## config.mk

```make
export PLATFORM = sky130hd
export DESIGN_NAME = instr_encoder
export DESIGN_NICKNAME = d
export VERILOG_FILES = /design/src/rtl/riscv_enc_pkg.sv /design/src/rtl/instr_field_pack.sv /design/src/rtl/instr_encoder.sv
export SDC_FILE = /design/constraint.sdc
export NUM_CORES = 1
export LEC_CHECK = 0
export CAP_MARGIN = 0
export CORE_MARGIN = 3
export CORE_UTILIZATION = 35
export DETAILED_ROUTE_END_ITERATION = 7
export GPL_TIMING_DRIVEN = 0
export PLACE_DENSITY = 0.75
export SLEW_MARGIN = 40
export SYNTH_ARGS = -nofsm -noshare
export SYNTH_HDL_FRONTEND = slang
export SYNTH_HIERARCHICAL = 1
export SYNTH_SLANG_ARGS = --single-unit
```

## constraint.sdc

```tcl
create_clock -name clk -period 1.55 [get_ports clk]
set_input_delay 0.2325 -clock clk [delete_from_list [all_inputs] [get_ports clk]]
set_output_delay 0.2325 -clock clk [all_outputs]
set_load 0.02 [all_outputs]
```

## src/rtl/riscv_enc_pkg.sv

```systemverilog
// Shared definitions for the RV64 instruction encoder.
//   - Opcodes of the supported formats (R, I-load, I-ALU, S, B).
//   - FSM state encoding of the encoder's control path.
//   - Bit positions of the fixed instruction fields. The immediate extractor
//     uses the same positions.
//   - imm12_fits(): true when a 64-bit sign-extended immediate fits in 12 bits.
package riscv_enc_pkg;

  localparam logic [6:0] OP_R      = 7'b0110011;
  localparam logic [6:0] OP_LOAD   = 7'b0000011;
  localparam logic [6:0] OP_IALU   = 7'b0010011;
  localparam logic [6:0] OP_STORE  = 7'b0100011;
  localparam logic [6:0] OP_BRANCH = 7'b1100011;

  typedef enum logic [1:0] {
    IDLE = 2'd0,
    RUN  = 2'd1,
    DONE = 2'd2
  } enc_state_e;

  localparam int OPC_LSB = 0;
  localparam int RD_LSB  = 7;
  localparam int F3_LSB  = 12;
  localparam int RS1_LSB = 15;
  localparam int RS2_LSB = 20;
  localparam int F7_LSB  = 25;

  // Bits 63:11 must all be copies of bit 11 for a 12-bit signed immediate.
  function automatic logic imm12_fits(input logic [63:0] imm);
    return imm[63:11] == {53{imm[11]}};
  endfunction

endpackage

```

## src/rtl/instr_field_pack.sv

```systemverilog
// instr_field_pack: purely combinational packing of decoded fields into a
// 32-bit RV64 instruction word.
// Configuration macro: IMM_RANGE_CHECK_EN. When it is defined, I/S/B
// immediates that do not fit in 12 signed bits are flagged illegal. When it is
// not defined, the immediate is truncated to 12 bits.
// Ports:
//   opcode_i, rd_i, rs1_i, rs2_i, funct3_i, funct7_i, imm_i   decoded fields
//   word_o    packed instruction (opcode bits always present)
//   legal_o   1 when opcode is supported (and immediate in range if checked)
module instr_field_pack
  import riscv_enc_pkg::*;
(
  input  logic [6:0]  opcode_i,
  input  logic [4:0]  rd_i,
  input  logic [4:0]  rs1_i,
  input  logic [4:0]  rs2_i,
  input  logic [2:0]  funct3_i,
  input  logic [6:0]  funct7_i,
  input  logic [63:0] imm_i,
  output logic [31:0] word_o,
  output logic        legal_o
);

  logic imm_ok;

`ifdef IMM_RANGE_CHECK_EN
  assign imm_ok = imm12_fits(imm_i);
`else
  logic imm_hi_unused;
  assign imm_ok        = 1'b1;
  assign imm_hi_unused = ^imm_i[63:12];
`endif

  always_comb begin
    word_o  = '0;
    legal_o = 1'b0;
    word_o[OPC_LSB +: 7] = opcode_i;
    case (opcode_i)
      OP_R: begin
        word_o[RD_LSB  +: 5] = rd_i;
        word_o[F3_LSB  +: 3] = funct3_i;
        word_o[RS1_LSB +: 5] = rs1_i;
        word_o[RS2_LSB +: 5] = rs2_i;
        word_o[F7_LSB  +: 7] = funct7_i;
        legal_o = 1'b1;
      end
      OP_LOAD, OP_IALU: begin
        word_o[RD_LSB  +: 5] = rd_i;
        word_o[F3_LSB  +: 3] = funct3_i;
        word_o[RS1_LSB +: 5] = rs1_i;
        word_o[31:20]        = imm_i[11:0];
        legal_o = imm_ok;
      end
      OP_STORE: begin
        word_o[11:7]         = imm_i[4:0];
        word_o[F3_LSB  +: 3] = funct3_i;
        word_o[RS1_LSB +: 5] = rs1_i;
        word_o[RS2_LSB +: 5] = rs2_i;
        word_o[31:25]        = imm_i[11:5];
        legal_o = imm_ok;
      end
      OP_BRANCH: begin
        // imm is the branch offset in halfwords. Its bit k is offset bit k+1.
        word_o[7]            = imm_i[10];
        word_o[11:8]         = imm_i[3:0];
        word_o[F3_LSB  +: 3] = funct3_i;
        word_o[RS1_LSB +: 5] = rs1_i;
        word_o[RS2_LSB +: 5] = rs2_i;
        word_o[30:25]        = imm_i[9:4];
        word_o[31]           = imm_i[11];
        legal_o = imm_ok;
      end
      default: legal_o = 1'b0;
    endcase
  end

endmodule

```

## src/rtl/instr_encoder.sv

```systemverilog
// instr_encoder: accepts decoded field bundles, packs them into RV64
// instruction words and streams them, with byte addresses, to the IMEM loader.
// Configuration macro: IMM_RANGE_CHECK_EN (see instr_field_pack).
// Ports:
//   clk, reset                     clock, synchronous active-high reset
//   start                          pulse: restart a program at BASE_ADDR
//   in_valid / in_ready            field bundle handshake
//   opcode, rd, rs1, rs2, funct3, funct7, imm_data   decoded fields
//   out_valid / out_ready          instruction word handshake
//   instruction, instr_addr        encoded word and its byte address
//   done                           DEPTH words emitted; held until start/reset
//   err                            pulse: bundle accepted but dropped
module instr_encoder
  import riscv_enc_pkg::*;
#(
  parameter int                ADDR_W    = 8,
  parameter int                DEPTH     = 64,
  parameter logic [ADDR_W-1:0] BASE_ADDR = '0
) (
  input  logic              clk,
  input  logic              reset,
  input  logic              start,
  input  logic              in_valid,
  output logic              in_ready,
  input  logic [6:0]        opcode,
  input  logic [4:0]        rd,
  input  logic [4:0]        rs1,
  input  logic [4:0]        rs2,
  input  logic [2:0]        funct3,
  input  logic [6:0]        funct7,
  input  logic [63:0]       imm_data,
  output logic              out_valid,
  input  logic              out_ready,
  output logic [31:0]       instruction,
  output logic [ADDR_W-1:0] instr_addr,
  output logic              done,
  output logic              err
);

  localparam int             CNT_W   = $clog2(DEPTH + 1);
  localparam logic [CNT_W-1:0] DEPTH_C = CNT_W'(DEPTH);

  enc_state_e        state_q;
  logic              out_valid_q;
  logic [31:0]       instr_q;
  logic [ADDR_W-1:0] addr_q;
  logic              done_q;
  logic              err_q;
  logic [CNT_W-1:0]  acc_q;
  logic [CNT_W-1:0]  emit_q;

  logic [31:0] packed_word;
  logic        packed_legal;
  logic        out_hs;
  logic        xfer;

  instr_field_pack u_pack (
    .opcode_i (opcode),
    .rd_i     (rd),
    .rs1_i    (rs1),
    .rs2_i    (rs2),
    .funct3_i (funct3),
    .funct7_i (funct7),
    .imm_i    (imm_data),
    .word_o   (packed_word),
    .legal_o  (packed_legal)
  );

  assign out_hs = out_valid_q && out_ready;
  // A bundle offered while start is high would be wiped by the restart,
  // so it is not acknowledged.
  assign in_ready = (state_q == RUN) && !start && (acc_q < DEPTH_C) &&
                    (!out_valid_q || out_ready);
  assign xfer = in_valid && in_ready;

  always_ff @(posedge clk) begin
    if (reset) begin
      state_q     <= IDLE;
      out_valid_q <= 1'b0;
      instr_q     <= '0;
      addr_q      <= BASE_ADDR;
      done_q      <= 1'b0;
      err_q       <= 1'b0;
      acc_q       <= '0;
      emit_q      <= '0;
    end else if (start) begin
      // Restart from any state. A word still waiting for out_ready is discarded.
      state_q     <= RUN;
      out_valid_q <= 1'b0;
      addr_q      <= BASE_ADDR;
      done_q      <= 1'b0;
      err_q       <= 1'b0;
      acc_q       <= '0;
      emit_q      <= '0;
    end else begin
      err_q <= xfer && !packed_legal;
      if (out_hs) begin
        addr_q <= addr_q + ADDR_W'(4);
        emit_q <= emit_q + CNT_W'(1);
      end
      // A new word may be loaded in the same cycle the old one leaves, so the
      // encoder sustains one word per cycle.
      if (xfer && packed_legal) begin
        out_valid_q <= 1'b1;
        instr_q     <= packed_word;
        acc_q       <= acc_q + CNT_W'(1);
      end else if (out_hs) begin
        out_valid_q <= 1'b0;
      end
      case (state_q)
        RUN: begin
          if (emit_q == DEPTH_C && !out_valid_q) begin
            state_q <= DONE;
            done_q  <= 1'b1;
          end
        end
        default: ;
      endcase
    end
  end

  assign out_valid   = out_valid_q;
  assign instruction = instr_q;
  assign instr_addr  = addr_q;
  assign done        = done_q;
  assign err         = err_q;

endmodule

```

==> results of run 1 <==
==> placed cells by master, fill, tap and decap left out, types with 2 or more instances in the layout <==
cell type	count
sky130_fd_sc_hd__a211oi_1	7
sky130_fd_sc_hd__a211oi_2	2
sky130_fd_sc_hd__a21o_1	2
sky130_fd_sc_hd__a21o_2	4
sky130_fd_sc_hd__a21oi_1	25
sky130_fd_sc_hd__a21oi_2	17
sky130_fd_sc_hd__a22oi_1	6
sky130_fd_sc_hd__a311oi_1	2
sky130_fd_sc_hd__a32oi_1	5
sky130_fd_sc_hd__and2_1	9
sky130_fd_sc_hd__and2_4	2
sky130_fd_sc_hd__and3_1	3
sky130_fd_sc_hd__and3_4	2
sky130_fd_sc_hd__and3b_1	2
sky130_fd_sc_hd__buf_2	5
sky130_fd_sc_hd__buf_4	21
sky130_fd_sc_hd__buf_6	10
sky130_fd_sc_hd__clkbuf_1	7
sky130_fd_sc_hd__clkbuf_8	5
sky130_fd_sc_hd__clkdlybuf4s50_1	62
sky130_fd_sc_hd__conb_1	2
sky130_fd_sc_hd__dfxtp_1	54
sky130_fd_sc_hd__dfxtp_2	2
sky130_fd_sc_hd__dlygate4sd2_1	13
sky130_fd_sc_hd__dlymetal6s2s_1	12
sky130_fd_sc_hd__ha_1	4
sky130_fd_sc_hd__inv_1	3
sky130_fd_sc_hd__nand2_1	81
sky130_fd_sc_hd__nand2_2	8
sky130_fd_sc_hd__nand2b_4	2
sky130_fd_sc_hd__nand3_1	4
sky130_fd_sc_hd__nand4_1	8
sky130_fd_sc_hd__nor2_1	22
sky130_fd_sc_hd__nor3_1	3
sky130_fd_sc_hd__o21ai_0	3
sky130_fd_sc_hd__xnor2_1	3
sky130_fd_sc_hd__xor2_1	10
==> power by group through the flow <==
| stage | clock, mW | sequential [mW] | combinational [mW] |
|---|---|---|---|
| after floorplan | 0 | 1.48 | 0.155 |
| after global placement | 0 | 1.48 | 0.321 |
| after detailed placement | 0 | 1.48 | 0.322 |
| after CTS | 0.831 | 1.44 | 0.330 |
| after global routing | 0.888 | 1.44 | 0.364 |
| final | 0.821 | 1.44 | 0.341 |
==> tightest hold or removal path: stages <==
cell	delay [ns]
sky130_fd_sc_hd__buf_4	0.11
sky130_fd_sc_hd__nand2_1	0.05
sky130_fd_sc_hd__a21oi_1	0.05
==> layout make-up <==
| type | instances | share of cell area (%) |
|---|---|---|
| clock inverter | 3 | 0.5091 |
| buffer | 31 | 5.451 |
| multi-input combinational | 256 | 37.74 |
| tap | 99 | 2.965 |
| clock buffer | 5 | 1.647 |
| timing repair buffer | 101 | 24.44 |
| sequential | 56 | 26.89 |
| inverter | 4 | 0.3594 |
==> sequential cells by signal, indices dropped and copies added, names as in the netlist <==
| signal | flops |
|---|---|
| instruction | 32 |
| acc_q | 7 |
| emit_q | 7 |
| instr_addr | 6 |
| done | 1 |
| err | 1 |
| out_valid | 1 |
| state_q | 1 |
==> how the worst min path moves through the flow <==
stage | start | end | slack, ns | cells past startpoint
detailed placement | instruction[22] | instruction[22] | 0.45 | 2
floorplan | start | state_q[0] | 0.35 | 2
CTS | opcode[5] | instruction[5] | 0.16 | 3
global route | opcode[5] | instruction[5] | 0.19 | 3
global placement | instruction[29] | instruction[29] | 0.44 | 2
finish | opcode[5] | instruction[5] | 0.17 | 3
==> per-stage QoR <==
step           setup slack, ns  hold WS, ns  total power, mW  util [%]
5_1_grt               -0.07798       0.1906            2.696     56.10
4_1_cts              0.0003589       0.1631            2.603     54.10
3_5_place_dp           -0.8641       0.4487            1.798     51.21
2_1_floorplan         -0.01433       0.3499            1.631         -
6_report             -0.008387       0.1650            2.604     56.10
3_3_place_gp           -0.8083       0.4433            1.796     51.21
==> routing by layer <==
metal	share of wire, %	vias to the layer above
met5	0	-
met3	6.9	9
met1	42	1273
li1	-	1388
met4	1.4	0
met2	50	92
==> logic make-up after synthesis <==
logic type / after synthesis / share of synthesized area (%)
other: 1 / 0.1359
AOI/OAI and AO/OA: 78 / 18.32
DFF: 56 / 40.64
buffers and inverters: 36 / 7.664
adders and majority gates: 4 / 1.814
xor gates and xnor gates: 13 / 4.127
and+or+nand+nor: 158 / 27.30
==> what timing repair did <==
action / in CTS / in global routing
pin swaps: 7 / 16
cloned: 4 / 0
gates resized for setup: 34 / 47
setup buffers: 9 / 1
endpoints found under the setup margin: 48 / 49
==> results, run 1 <==
- The clock drives 56 sinks.
- The number of hold-slack violations in the final timing report is 0.
- Among all stages on the critical path, the largest delay is contributed by sky130_fd_sc_hd__dfxtp_2.
- The leakage power of the design is 1.728 nW.
- The number of rows created at floorplan is 31.
- The first global-routing pass estimated ~13 mm of wire.
- The effective utilization at floorplan is 37.05%.
- The minimum clock period after layout is ~1.6 ns.
- The number of enable flip-flop cells after synthesis is 0.
- The run finished, with violations left.
- The met1 layer usage reported by global route is between 20% and 30%.
- The cell sitting at the root of the clock tree is a sky130_fd_sc_hd__clkbuf_8.
- The number of instances in the placed design is approximately 530.
- The number of I/O pins is 145.
- The first detailed-routing pass ran for 4 iterations.
- The relative max-transition margin is 59.42%.
- The tool flagged a number of max-cap violations equal to 0.
- In the finished design, the share of the clock period the worst path needs comes to 100.5%.
- The reported net switching power is 0.6540 mW.
- The region available for standard cell placement spans 7447 um^2.
- The worst hold path class is input port to flip-flop.
- Counting every instance in the synthesized netlist gives approximately 350.
- Of all nets on the critical path, the largest fanout is 5.
- Counting along the longest clock path gives a buffer depth of 2.
- The critical path is of the flip-flop to flip-flop type.
- The yosys synthesis warning count is 6.
- The fraction of layout instances using a drive strength above 1 is 21.49%.
- Compared with the post-synthesis result, the final layout area differs by 51.43%.
- In this run, flip-flops and latches consume between 50 and 60% of the power.
- After routing, the total negative slack on setup checks comes to -0.01886 ns.
- The fraction of met2 tracks used by global routing is roughly 30%.
- The largest incremental delay on the critical path is roughly 0.35 ns.
- The H-tree was split into 2 levels.
- Together, buffers and inverters on the worst path number 3.
- Clock tree synthesis inserted a total of 5 buffers.
- Data on the critical path arrives at its endpoint at between 1.5 and 2 ns.
- The detailed-route wire length per cell is 14.74 um.
- The overall routing resource usage is 17.59%.
- The area share of the largest cell type after synthesis is 40.63%.
- Counting flops and latches in the post-synthesis netlist gives 56.
- The critical path depth in cells is 7.
- The total overflow left after global routing is 0.
- The floorplan die height is 94.79 um.
- The total vias in the final route is between 2,000 and 3,000.
- The most crowded layer after global routing is met2.
- The count of cells along the worst register-to-register path is 7.
- In the post-route analysis, the smallest setup slack over all paths is -0.008387 ns.
- The clock slew seen by the registers of the worst setup and hold paths is 0.11 ns.
- Of the synthesized area, sequential elements account for 40.63%.
- The maximum number of pins on one net before global-route repair is 19.
- Counting flops with an async set or reset pin after synthesis yields a share of 0%.
- The most critical setup path has its endpoint at instruction[1].
- The finished cells cover 4178 um^2.
- The cell family contributing the most delay on the critical path is simple AND/OR/NAND/NOR gates.
- The final HPWL from detailed placement is 5.724 mm.
- The most common flop cell mapped by yosys is sky130_fd_sc_hd__dfxtp_1.
- The via count of the first global-routing pass was 2,654.
- The internal power of the cells is 1.950 mW.
- VDD sags by at most 0.0004232 V.
- The count of cell types in the netlist is 48.
- The cell taking the most area after synthesis is sky130_fd_sc_hd__dfxtp_1.
- The final non-filler cell total is 555.
- The most critical setup path has its startpoint at acc_q[6].
- The met3 demand-to-capacity share in global routing is 4.303%.
- The required time of the critical path is between 1.5 and 2 ns.
- The clock reaches the later pin of the worst-skew pair after 0.31 ns.
- A synthesized cell averages ~8.0 um^2.
- The kind of end point of the critical path is a flip-flop.
- The area taken by multi-input logic gates is 1577 um^2.
- In this run the critical register-to-register path is captured at instruction[1].
- For the pin with the worst max-slew slack, the measured transition is 0.6087 ns.
- The clock tree skew after final layout is ~0.01 ns.
- Buffers placed on the I/O ports in this run total ~90.
- The floorplan step defined a die boundary enclosing roughly 9000 um^2.
- The layout has 699 filler cells.
- The CTS tree is done.
- The post-detailed-route DRC marker count is 0.
- Sorting the synthesized cells by how often they occur yields 90 x sky130_fd_sc_hd__nand2_1, 56 x sky130_fd_sc_hd__dfxtp_1, 42 x sky130_fd_sc_hd__a21oi_1, 22 x sky130_fd_sc_hd__nor2_1.
- The final reports fail on negative setup slack.
- The switching fraction of total power is 25.11%.
- The slack of the worst reg-to-reg path is -0.008 ns.
- The number of antenna violations at the first check in global routing is 0.
- The count of nets after finishing is between 500 and 600.
- The element type at the critical path start is a flip-flop.
- Among all cell types in the netlist, the one instantiated most often is sky130_fd_sc_hd__nand2_1.
- The register cell area after layout is 1124 um^2.
- The total routed wirelength is 8.180 mm.
- The portion of total power attributed to combinational logic is roughly an eighth.
- The total power per unit cell area is 623.4 nW/um^2.
- The number of vias per cell is 4.977.
- The post-synthesis cell area is 2759 um^2.
- The post-cts hold buffer count is 0.
- The number of antenna diodes in the final layout is 0.
- After the first detailed-routing iteration, the DRC count stood at 148.
- Ranked by total cell area, the synthesized netlist is headed by sky130_fd_sc_hd__dfxtp_1 41%, sky130_fd_sc_hd__nand2_1 12%, sky130_fd_sc_hd__a21oi_1 7.6%.
- The origin of the critical flop-to-flop path is acc_q[6].
- The overall die width is 94.79 um.
- The placed standard-cell area is 3814 um^2.
- The final RePlAce weighted congestion is 0.8133.
- Setup repair after global routing could not meet its margin everywhere.
- Traced cell by cell, the critical path runs through nor4b_4 -> buf_4 -> buf_6 -> and3_4 -> buf_8 -> nand2_2 -> a21oi_2.
- The count of antenna-violating nets left after detailed routing is 0.
- Setup violations remaining at the end of the flow were counted as 5.
- In this run, the clock network consumes 31.5% of the power.
- The total count of max-transition violations in the final report is 0.
- The maximum frequency from static timing analysis is 641.7 MHz.
Power figures use the tool's default switching activity.
==> run 2, diff against run 1 <==
- SLEW_MARGIN: 40 -> 20
==> results of run 2 <==
No change in the layout: final DEF, timing and power equal those of run 1.
